## src/rtl/stream_demux_8bit.sv

```systemverilog
// Registered 1-to-2 byte-stream demultiplexer with valid/ready on input and both outputs.
// Define DEMUX_PKT_LOCK_EN to lock the route for PKT_LEN bytes from the first byte of a packet.
module stream_demux_8bit #(
  parameter int unsigned SIZE    = 8,
  parameter int unsigned PKT_LEN = 4
) (
  input  logic            clk,
  input  logic            rst_n,
  input  logic [SIZE-1:0] in_data,
  input  logic            in_sel,
  input  logic            in_valid,
  output logic            in_ready,
  output logic [SIZE-1:0] out0_data,
  output logic            out0_valid,
  input  logic            out0_ready,
  output logic [SIZE-1:0] out1_data,
  output logic            out1_valid,
  input  logic            out1_ready,
  output logic            busy
);

  logic            target;
  logic            accept;
  logic            load0;
  logic            load1;
  logic [SIZE-1:0] out0_data_q, out0_data_d;
  logic [SIZE-1:0] out1_data_q, out1_data_d;
  logic            out0_valid_q, out0_valid_d;
  logic            out1_valid_q, out1_valid_d;

  // Only the target output gates input, so a stalled non-target never blocks.
  assign in_ready = target ? (!out1_valid_q || out1_ready) : (!out0_valid_q || out0_ready);
  assign accept   = in_valid && in_ready;
  assign load0    = accept && !target;
  assign load1    = accept && target;

  always_comb begin
    out0_valid_d = out0_valid_q;
    out0_data_d  = out0_data_q;
    out1_valid_d = out1_valid_q;
    out1_data_d  = out1_data_q;
    if (out0_valid_q && out0_ready) out0_valid_d = 1'b0;
    if (out1_valid_q && out1_ready) out1_valid_d = 1'b0;
    if (load0) begin
      out0_valid_d = 1'b1;
      out0_data_d  = in_data;
    end
    if (load1) begin
      out1_valid_d = 1'b1;
      out1_data_d  = in_data;
    end
  end

  always_ff @(posedge clk or negedge rst_n) begin
    if (!rst_n) begin
      out0_valid_q <= 1'b0;
      out0_data_q  <= '0;
      out1_valid_q <= 1'b0;
      out1_data_q  <= '0;
    end else begin
      out0_valid_q <= out0_valid_d;
      out0_data_q  <= out0_data_d;
      out1_valid_q <= out1_valid_d;
      out1_data_q  <= out1_data_d;
    end
  end

  assign out0_data  = out0_data_q;
  assign out0_valid = out0_valid_q;
  assign out1_data  = out1_data_q;
  assign out1_valid = out1_valid_q;

`ifdef DEMUX_PKT_LOCK_EN
  typedef enum logic {StIdle, StLock} state_e;

  localparam logic [3:0] LastCnt = 4'(PKT_LEN - 1);

  state_e     state_q, state_d;
  logic [3:0] cnt_q, cnt_d;
  logic       cur_sel_q, cur_sel_d;

  assign target = (state_q == StLock) ? cur_sel_q : in_sel;

  always_comb begin
    state_d   = state_q;
    cnt_d     = cnt_q;
    cur_sel_d = cur_sel_q;
    unique case (state_q)
      StIdle: begin
        // Single-byte packets never need a locked route.
        if (accept && (PKT_LEN != 1)) begin
          cur_sel_d = in_sel;
          cnt_d     = 4'd1;
          state_d   = StLock;
        end
      end
      StLock: begin
        if (accept) begin
          if (cnt_q == LastCnt) begin
            cnt_d   = 4'd0;
            state_d = StIdle;
          end else begin
            cnt_d = cnt_q + 4'd1;
          end
        end
      end
    endcase
  end

  always_ff @(posedge clk or negedge rst_n) begin
    if (!rst_n) begin
      state_q   <= StIdle;
      cnt_q     <= 4'd0;
      cur_sel_q <= 1'b0;
    end else begin
      state_q   <= state_d;
      cnt_q     <= cnt_d;
      cur_sel_q <= cur_sel_d;
    end
  end

  assign busy = (state_q == StLock);
`else
  logic unused_pkt_len;

  assign target         = in_sel;
  assign busy           = 1'b0;
  assign unused_pkt_len = ^PKT_LEN;
`endif

endmodule

```

## config.mk

```make
export PLATFORM = sky130hd
export DESIGN_NAME = stream_demux_8bit
export DESIGN_NICKNAME = d
export VERILOG_FILES = /design/src/rtl/stream_demux_8bit.sv
export SDC_FILE = /design/constraint.sdc
export NUM_CORES = 1
export LEC_CHECK = 0
export CAP_MARGIN = 10
export CORE_AREA = 2 2 43 52
export CTS_CLUSTER_SIZE = 20
export DETAILED_ROUTE_END_ITERATION = 8
export DIE_AREA = 0 0 45 54
export PLACE_DENSITY_LB_ADDON = 0.15
export SKIP_CTS_REPAIR_TIMING = 1
export SLEW_MARGIN = 20
export SYNTH_ARGS = -nofsm -noshare
export SYNTH_HDL_FRONTEND = slang
export SYNTH_SLANG_ARGS = --single-unit
```

## constraint.sdc

```tcl
create_clock -name clk -period 1.8 [get_ports clk]
set_input_delay 0.36 -clock clk [delete_from_list [all_inputs] [get_ports clk]]
set_output_delay 0.36 -clock clk [all_outputs]
set_load 0.03 [all_outputs]
```

* Yosys cells after proc, flatten, opt, wreduce, memory -nomap -nowiden
Index checks and enable logic that the tools add are counted.
** Cells by class
- Mux-type cells :: 5
- Reduce and logical (&&, ||, !) cells :: 12
** Operators by type and width (number)
- logical AND 1 bit :: 5
- two-way mux 1 bit :: 5
- nonzero test 2 bit :: 2
- zero test 1 bit :: 3
- logical OR 1 bit :: 2
** Word-level totals
- Bits in registers :: 18
- Bits of input ports :: 14
- Output and inout bits :: 20
- Word-level logic and storage cells :: 21

* Logic depth before layout (Yosys ltp)
Gate-level depths: netlist of run 1.
- Depth after elaboration :: 6
- Gate-level depth with buffers :: 3
- Depth with buffers taken out :: 3

* Worst setup path before layout of run 1
OpenSTA, ideal clock, no wires.
- Kind :: register to output
- Start :: reg out1_valid_q (netlist: out1_valid)
- End :: out in_ready
- Arrival time :: 1.204 ns
- Required time :: 1.440 ns
- Setup slack :: 0.236 ns
- Stages on the path, launching flop included :: 3
- Path buffers :: 0
- Path through :: dfrtp_1 -> nor2b_1 -> a21oi_1
** On the way
- Word-level cells in the longest chain between the ends :: 3
** RTL lines
- from (decl) :: line 29 : logic out1_valid_q, out1_valid_d;
- from (signal assigned) :: line 63 : out1_valid_q <= out1_valid_d;
- zero test 1 bit :: line 32 : assign in_ready = target ? (!out1_valid_q || out1_ready) : (!out0_valid_q || out0_ready);
- logical OR 1 bit :: line 32
- two-way mux 1 bit :: line 32
- to (decl) :: line 12 : output logic in_ready,
No other way between the ends.

* Worst setup path after layout of run 1
- Start :: reg out1_data_q[7] (netlist: out1_data[7])
- End :: out out1_data[7]
** RTL lines
- from (decl) :: line 27 : logic [SIZE-1:0] out1_data_q, out1_data_d;
- from (signal assigned) :: line 64 : out1_data_q <= out1_data_d;
- to (decl) :: line 16 : output logic [SIZE-1:0] out1_data,
No word-level cell between the ends.

==> results.md, run 1 <==
- The flow ran to the end, and the final reports show no timing, DRC or antenna violations.
- Internal power comes to 0.803 mW.
- The die is 54 um tall.
- The delay contributed by the slowest stage of the critical path is 0.68 ns.
- The net count after synthesis is 60.
- Setup violations remaining at the end of the flow were counted as 0.
- Traced cell by cell, the critical path runs through clkdlybuf4s50_1.
- The longest clock path from root to sink contains 2 buffers.
- The die is 45 um wide.
- Together, buffers and inverters on the worst path number 1.
- The worst min-delay path category is in2async.
- The TritonCTS clock tree is done.
- The number of unique standard cell types used by synthesis is 14.
- The initial antenna violation count is 0.
- Synthesis produced 46 cells.
- The total track usage is 12.9%.
- After legalization and detailed placement, the total HPWL measured 1060 um.
- The post-detailed-route via-to-cell ratio is 4.80.
- The first TritonRoute pass finished after 4 iterations.
- The final worst clock skew is 0.00225 ns.
- Net switching is 32.1% of the power.
- In this run the number of H-tree levels came out at 1.
- At the later pin of the worst-skew pair, clock insertion delay measures 0.29 ns.
- The final critical path time including I/O delays and setup is 1.69 ns.
- The register clock-pin slew on the reported worst setup and hold paths is 0.10 ns.
- The kind of cell with the highest combined delay along the critical path is buffers and inverters.
- The I/O pin count is 34.
- The core footprint is 1980 um2.
- Row generation in the floorplan step produced 18 rows.
- The total negative setup slack is 0 ns.
- The max-slew violation count came to 0.
- The net count reported at finish is 99.
- After detailed routing, the average wire length per cell comes to 13.0 um.
- Entering global routing, the biggest net connects 19 pins.
- Along the worst path, the maximum fanout reaches 2.
- The placed instance area is 1070 um2.
- The critical setup path kind is reg2out.
- In this run the number of cells on the critical path is 1.
- The endpoint class of the critical path is a primary output.
- The final critical path takes up 93.9% of the cycle.
- The mapped netlist covers 714 um2.
- VDD sags by at most 595 uV.
- The sequential element share of the synthesized area is 63.0%.
- The average cell area after synthesis is 15.5 um2.
- The master of the slowest instance on the critical path is clkdlybuf4s50_1.
- The number of remaining DRC errors is 0.
- The setup slack after layout is 0.109 ns.
- On the final layout, the worst hold slack is 0.395 ns.
- After routing the design area is 1110 um2.
- The first global-routing pass estimated 2270 um of wire.
- The leakage power is 0.467 nW.
- Of the cells placed in the final design, the portion with a size suffix greater than 1 is 32.1%.
- By area the synthesized netlist is led by dfrtp_1, mux2_2, nor3b_4.
- Setup repair after global routing left no endpoint under its margin.
- The area of the die is 2430 um2.
- The number of warnings reported in the yosys synthesis log is 0.
- The initial utilization of the core area, before any placement, comes to 36.0%.
- In this run, CTS created clock tree buffers numbering 3.
- In this run, the combinational gates consume 36.1% of the power.
- 0 antenna diodes ended up in the layout.
- The logic depth of the worst register-to-register path is 4.
- The fmax is 0.591 GHz.
- The root cell of the clock tree is clkbuf_4.
- The power density over cell area is 1070 nW/um2.
- The first-iteration detailed-routing DRC count is 3.
- The total overflow reported by the global router is 0.
- The number of nets with antenna violations after detailed routing is 0.
- The weighted congestion reported at the end of routability-driven placement is 0.710.
- The number of hold-slack violations in the final timing report is 0.
- Data on the critical path arrives at its endpoint at 1.33 ns.
- After synthesis the netlist holds a flip-flop and latch count of 18.
- The worst-case setup slack after placement is -0.0166 ns.
- Fill cells in the final layout number 164.
- The switching power summed over all nets is 0.379 mW.
- The via count of the first global-routing pass is 498.
- At the worst endpoint, the required time is 1.44 ns.
- The clock net in this run drives a total of 18 sinks.
- The reported max-cap violation count is 0.
- In this run, flip-flops and latches consume 43.1% of the power.
- The final route contains 499 vias.
- The synthesized design devotes to its leading area cell type 63.0% of total area.
- Of the total power, the clock network draws 20.8%.
- The worst setup path is launched from a flop.
- The synthesized design spends more area on one cell type than any other, namely dfrtp_1.
- The post-detailed-routing wire length is 1360 um.
- The fraction of the core area covered by cells at the end of the flow is 55.9%.
- Port buffering added 32 buffers.
- The layout overhead on the synthesized area is 55.2%.
-- metal layers --
layer	up-vias	wire (um)	global-route usage [%]
met1	251	558	16.2
li1	233	-	-
met2	13	735	21.4
met3	2	53	2.35
met4	0	9	5.88
met5	-	0	0
-- synthesized netlist by cell type --
cell,instances
dfrtp_1,18
a21oi_1,1
nand2b_1,1
inv_1,1
mux2_2,16
buf_4,1
conb_1,1
nand2_1,1
nor3b_4,1
o21ai_0,1
nor2_1,1
nor2_4,1
nor2b_1,1
nand2b_2,1
-- area by class of cell --
cell class | count | area, um2 | area share (%)
flip-flops and latches | 18 | 450 | 40.6
inverters | 1 | 3.75 | 0.339
multi-input cells | 26 | 253 | 22.8
well taps | 20 | 25.0 | 2.26
clock buffers | 4 | 36.3 | 3.27
repair buffers | 35 | 340 | 30.7
-- registers in the layout, summed over array words and instances, names as in the netlist --
| name | cells |
|---|---|
| out0_data | 8 |
| out1_data | 8 |
| out0_valid | 1 |
| out1_valid | 1 |
-- final timing paths --
path	from	to	slack [ns]
worst max-delay path	out1_data[7]	out1_data[7]	0.11
min in group clk	out0_data[0]	out0_data[0]	0.52
max in group asynchronous	rst_n	out0_data[5]	1.21
worst max register to register	out0_valid	out0_data[2]	0.48
worst min-delay path	rst_n	out1_valid	0.39
worst min register to register	out0_data[0]	out0_data[0]	0.52
-- power groups by stage --
stage	Clock, mW	Combinational (mW)	Sequential [mW]
floorplan	0	0.0892	0.656
global placement	0	0.427	0.517
detailed placement	0	0.430	0.521
CTS	0.255	0.431	0.512
global route	0.271	0.450	0.521
finish	0.246	0.427	0.510
-- kinds of logic (layout without fill, tap and decap cells) --
logic type / after synthesis / count (layout) / synth area share, %
mux: 16 / 16 / 25.2
other cells: 1 / 1 / 0.525
flops: 18 / 18 / 63.0
buf+inv: 2 / 40 / 1.58
simple gates: 7 / 7 / 8.23
compound gates: 2 / 2 / 1.40
-- stage by stage --
stage | power, mW | std cells
final | 1.18 | 104
after global routing | 1.24 | 104
after CTS | 1.20 | 104
after detailed placement | 0.951 | 100
after global placement | 0.944 | 100
after floorplan | 0.745 | 46
-- cells in the final DEF, fill, tap and decap left out --
| cell type | Yosys | routed |
|---|---|---|
| nand2_1 | 1 | 1 |
| mux2_2 | 16 | 16 |
| nand2b_2 | 1 | 1 |
| clkdlybuf4s50_1 | 0 | 31 |
| conb_1 | 1 | 1 |
| nor2_1 | 1 | 1 |
| dfrtp_1 | 18 | 18 |
| nor2b_1 | 1 | 1 |
| inv_1 | 1 | 1 |
| nand2b_1 | 1 | 1 |
| nor3b_4 | 1 | 1 |
| o21ai_0 | 1 | 1 |
| a21oi_1 | 1 | 1 |
| buf_4 | 1 | 4 |
| clkbuf_4 | 0 | 3 |
| clkbuf_8 | 0 | 1 |
| nor2_4 | 1 | 1 |
Power figures use the tool's default switching activity.
==> inputs of run 2 (changes only) <==
- clock period: 1.8 -> 1.6 ns (I/O delays scaled with it)
==> run 2 against run 1 <==
Effect of this change:
- largest cell class unchanged
- largest power group unchanged
- worst hold slack got worse by 0.047 ns
- sequential cell count stayed put
- critical endpoint is now in_ready
- utilization grew 3.3 points
==> results.md, run 2 (synthesis results as in run 1) <==
- The weighted congestion reported at the end of routability-driven placement came to 0.710 (unchanged).
- The met1 capacity usage during global routing is 16.2% (unchanged).
- The leakage power is 0.670 nW (was 0.467 nW).
- The net count reported at finish is 100 (was 99).
- The global-route layer with the greatest usage is met2 (unchanged).
- Most used cells in the layout excluding fill and tap cells: dlymetal6s2s_1, dfrtp_1, mux2_2 (was clkdlybuf4s50_1, dfrtp_1, mux2_2).
- The reported max-cap violation count is 0 (unchanged).
- The initial core utilization is 36.0% (unchanged).
- The master of the slowest instance on the critical path is clkdlybuf4s50_1 (unchanged).
- The first-pass GRT wire length was 2270 um (unchanged).
- The number of antenna repair diodes is 0 (unchanged).
- The worst supply voltage drop on vdd came to 656 uV (was 595 uV).
- The I/O pin count came to 34 (unchanged).
- The final-report setup violation count is 0 (unchanged).
- The worst path uses 95.3% of the clock period.
- The launch point of the critical path is out1_ready (was out1_data[7]).
- The register clock-pin slew on the reported worst setup and hold paths is 0.10 ns (about the same).
- The routed design could run at a clock period as short as 1.52 ns.
- For this run, the top clock speed supported by timing is 0.656 GHz.
- The startpoint kind of the worst setup timing path is an input port (was flop).
- The slack of the worst reg-to-reg path is 0.20 ns (was 0.48 ns).
- The vertical extent of the die is 54 um (unchanged).
- The number of remaining DRC errors is 0 (unchanged).
- The root cell of the clock tree is clkbuf_4 (unchanged).
- The fraction of layout cells with a size suffix above 1 is 34.1% (was 32.1%).
- The post-detailed-routing wire length is 1400 um (was 1360 um).
- The area of the die is 2430 um2 (unchanged).
- The cell area after layout was 1170 um2 (was 1110 um2).
- The depth of the CTS H-tree is 1 (unchanged).
- The first-iteration detailed-routing DRC count was 7 (was 3).
- The floorplan die width came to 45 um (unchanged).
- The multi-input gate area in the final layout came to 260 um2 (was 253 um2).
- The delay contributed by the slowest stage of the critical path is 0.41 ns (was 0.68 ns).
- The layout filler cell count came to 158 (was 164).
- The leading cell type in the layout, fill and taps excluded is dlymetal6s2s_1 (was clkdlybuf4s50_1).
- The maximum number of pins on one net before global-route repair is 19 (unchanged).
- The routed via count is 509 (was 499).
- RSZ-0062 raised after global routing: false (unchanged).
- The count of clock tree sinks is 18 (unchanged).
- The layout overhead on the synthesized area is 64.3% (was 55.2%).
- The critical path data arrival time is 1.20 ns (was 1.33 ns).
- The clock latency reported for the late side of the worst-skew pair is 0.29 ns (about the same).
- The number of nets with antenna violations after detailed routing is 0 (unchanged).
- The total negative setup slack is 0 ns (unchanged).
- The required time of the worst setup path is 1.28 ns (was 1.44 ns).
- The final worst clock skew is 0.00380 ns (was 0.00225 ns).
- The worst-case setup slack after placement is -0.177 ns (was -0.0166 ns).
- The logic depth of the worst register-to-register path came to 5 (was 4).
- The largest driver fanout on the critical path is 3 (was 2).
- The power density over cell area is 1120 nW/um2 (was 1070 nW/um2).
- The number of search-and-repair iterations in the first detailed-routing pass came to 4 (unchanged).
- The setup slack after layout is 0.0755 ns (was 0.109 ns).
- The number of buffers added by the clock tree synthesis step is 3 (unchanged).
- The post-detailed-route via-to-cell ratio came to 4.85 (was 4.80).
- The number of placement rows came to 18 (unchanged).
- The critical setup path kind is in2out (was reg2out).
- The launch instance of the worst register-to-register path is out0_valid (unchanged).
- The via count of the first global-routing pass is 498 (unchanged).
- Result of the run: finished clean (unchanged).
- The total track usage is 12.9% (unchanged).
- The capture instance of the worst register-to-register path is out0_data[2] (unchanged).
- The routed length per instance came to 13.3 um (was 13.0 um).
- The TritonCTS clock tree is done (unchanged).
- The placed instance area is 1070 um2 (unchanged).
- The initial antenna violation count was 0 (unchanged).
- The worst min-delay path category is in2async (unchanged).
- The fraction of the core area covered by cells at the end of the flow was 59.2% (was 55.9%).
- The core footprint is 1980 um2 (unchanged).
- The port buffer count is 32 (unchanged).
- The number of hold-slack violations in the final timing report is 0 (unchanged).
- The maximum buffer depth of the clock tree is 2 (unchanged).
- The endpoint class of the critical path is a primary output (unchanged).
- The total overflow reported by the global router came to 0 (unchanged).
- The footprint of the flip-flops and latches is 450 um2 (unchanged).
- The met2 usage in global routing is 21.4% (unchanged).
- Cell chain of the critical path: clkdlybuf4s50_1 > nor2b_2 > a21oi_1 > buf_4 (was clkdlybuf4s50_1).
- The met3 capacity usage during global routing is 2.35% (unchanged).
- The detailed placement HPWL came to 1060 um (unchanged).
- The max-slew violation count is 0 (unchanged).
[run 2: cell types whose count changed in the layout (fill, tap and decap cells not counted), sizes merged]
cell           previous run  this run
clkdlybuf4s50            31        11
buf                       4         5
dlymetal6s2s              0        20
[run 2: final cells by class]
cell class                      instances  share of cell area (%)
Tap cell                               20                    2.13
Inverter                                1                   0.320
Sequential cell                        18                    38.4
Timing Repair Buffer                   36                    33.9
Multi-Input combinational cell         26                    22.2
Clock buffer                            4                    3.09
[run 2: routing by layer]
| metal | vias to the layer above | share of wire (%) | wire length (um) |
|---|---|---|---|
| li1 | 237 | - | - |
| met1 | 257 | 38 | 537 |
| met2 | 13 | 55 | 769 |
| met3 | 2 | 5.6 | 78 |
| met4 | 0 | 0.65 | 9 |
| met5 | - | 0 | 0 |
[run 2: where the power goes]
group	internal, mW	switching, mW
combinational	0.222	0.251
clock	0.138	0.136
sequential	0.532	0.0381
[run 2: worst max-delay path: cells and delay by family]
kind	cells	cell delay (ns)
AND/OR/NAND/NOR	1	0.20
buffers and inverters	2	0.59
AO/OA/AOI/OAI	1	0.09
[run 2: per-stage QoR]
step	total power, mW	cells	hold slack [ns]
3_3_place_gp	1.06	100	0.490
3_5_place_dp	1.07	100	0.497
2_1_floorplan	0.838	46	0.0244
5_1_grt	1.39	105	0.370
4_1_cts	1.35	104	0.354
6_report	1.32	105	0.347
[run 2: worst max-delay path by stage]
stage                    to  slack [ns]  cells past startpoint
2_1_floorplan      in_ready        0.08                      2
3_3_place_gp   out1_data[6]       -0.14                      4
3_5_place_dp   out1_data[2]       -0.18                      4
4_1_cts        out1_data[7]       -0.07                      1
5_1_grt            in_ready        0.03                      4
6_report           in_ready        0.08                      4
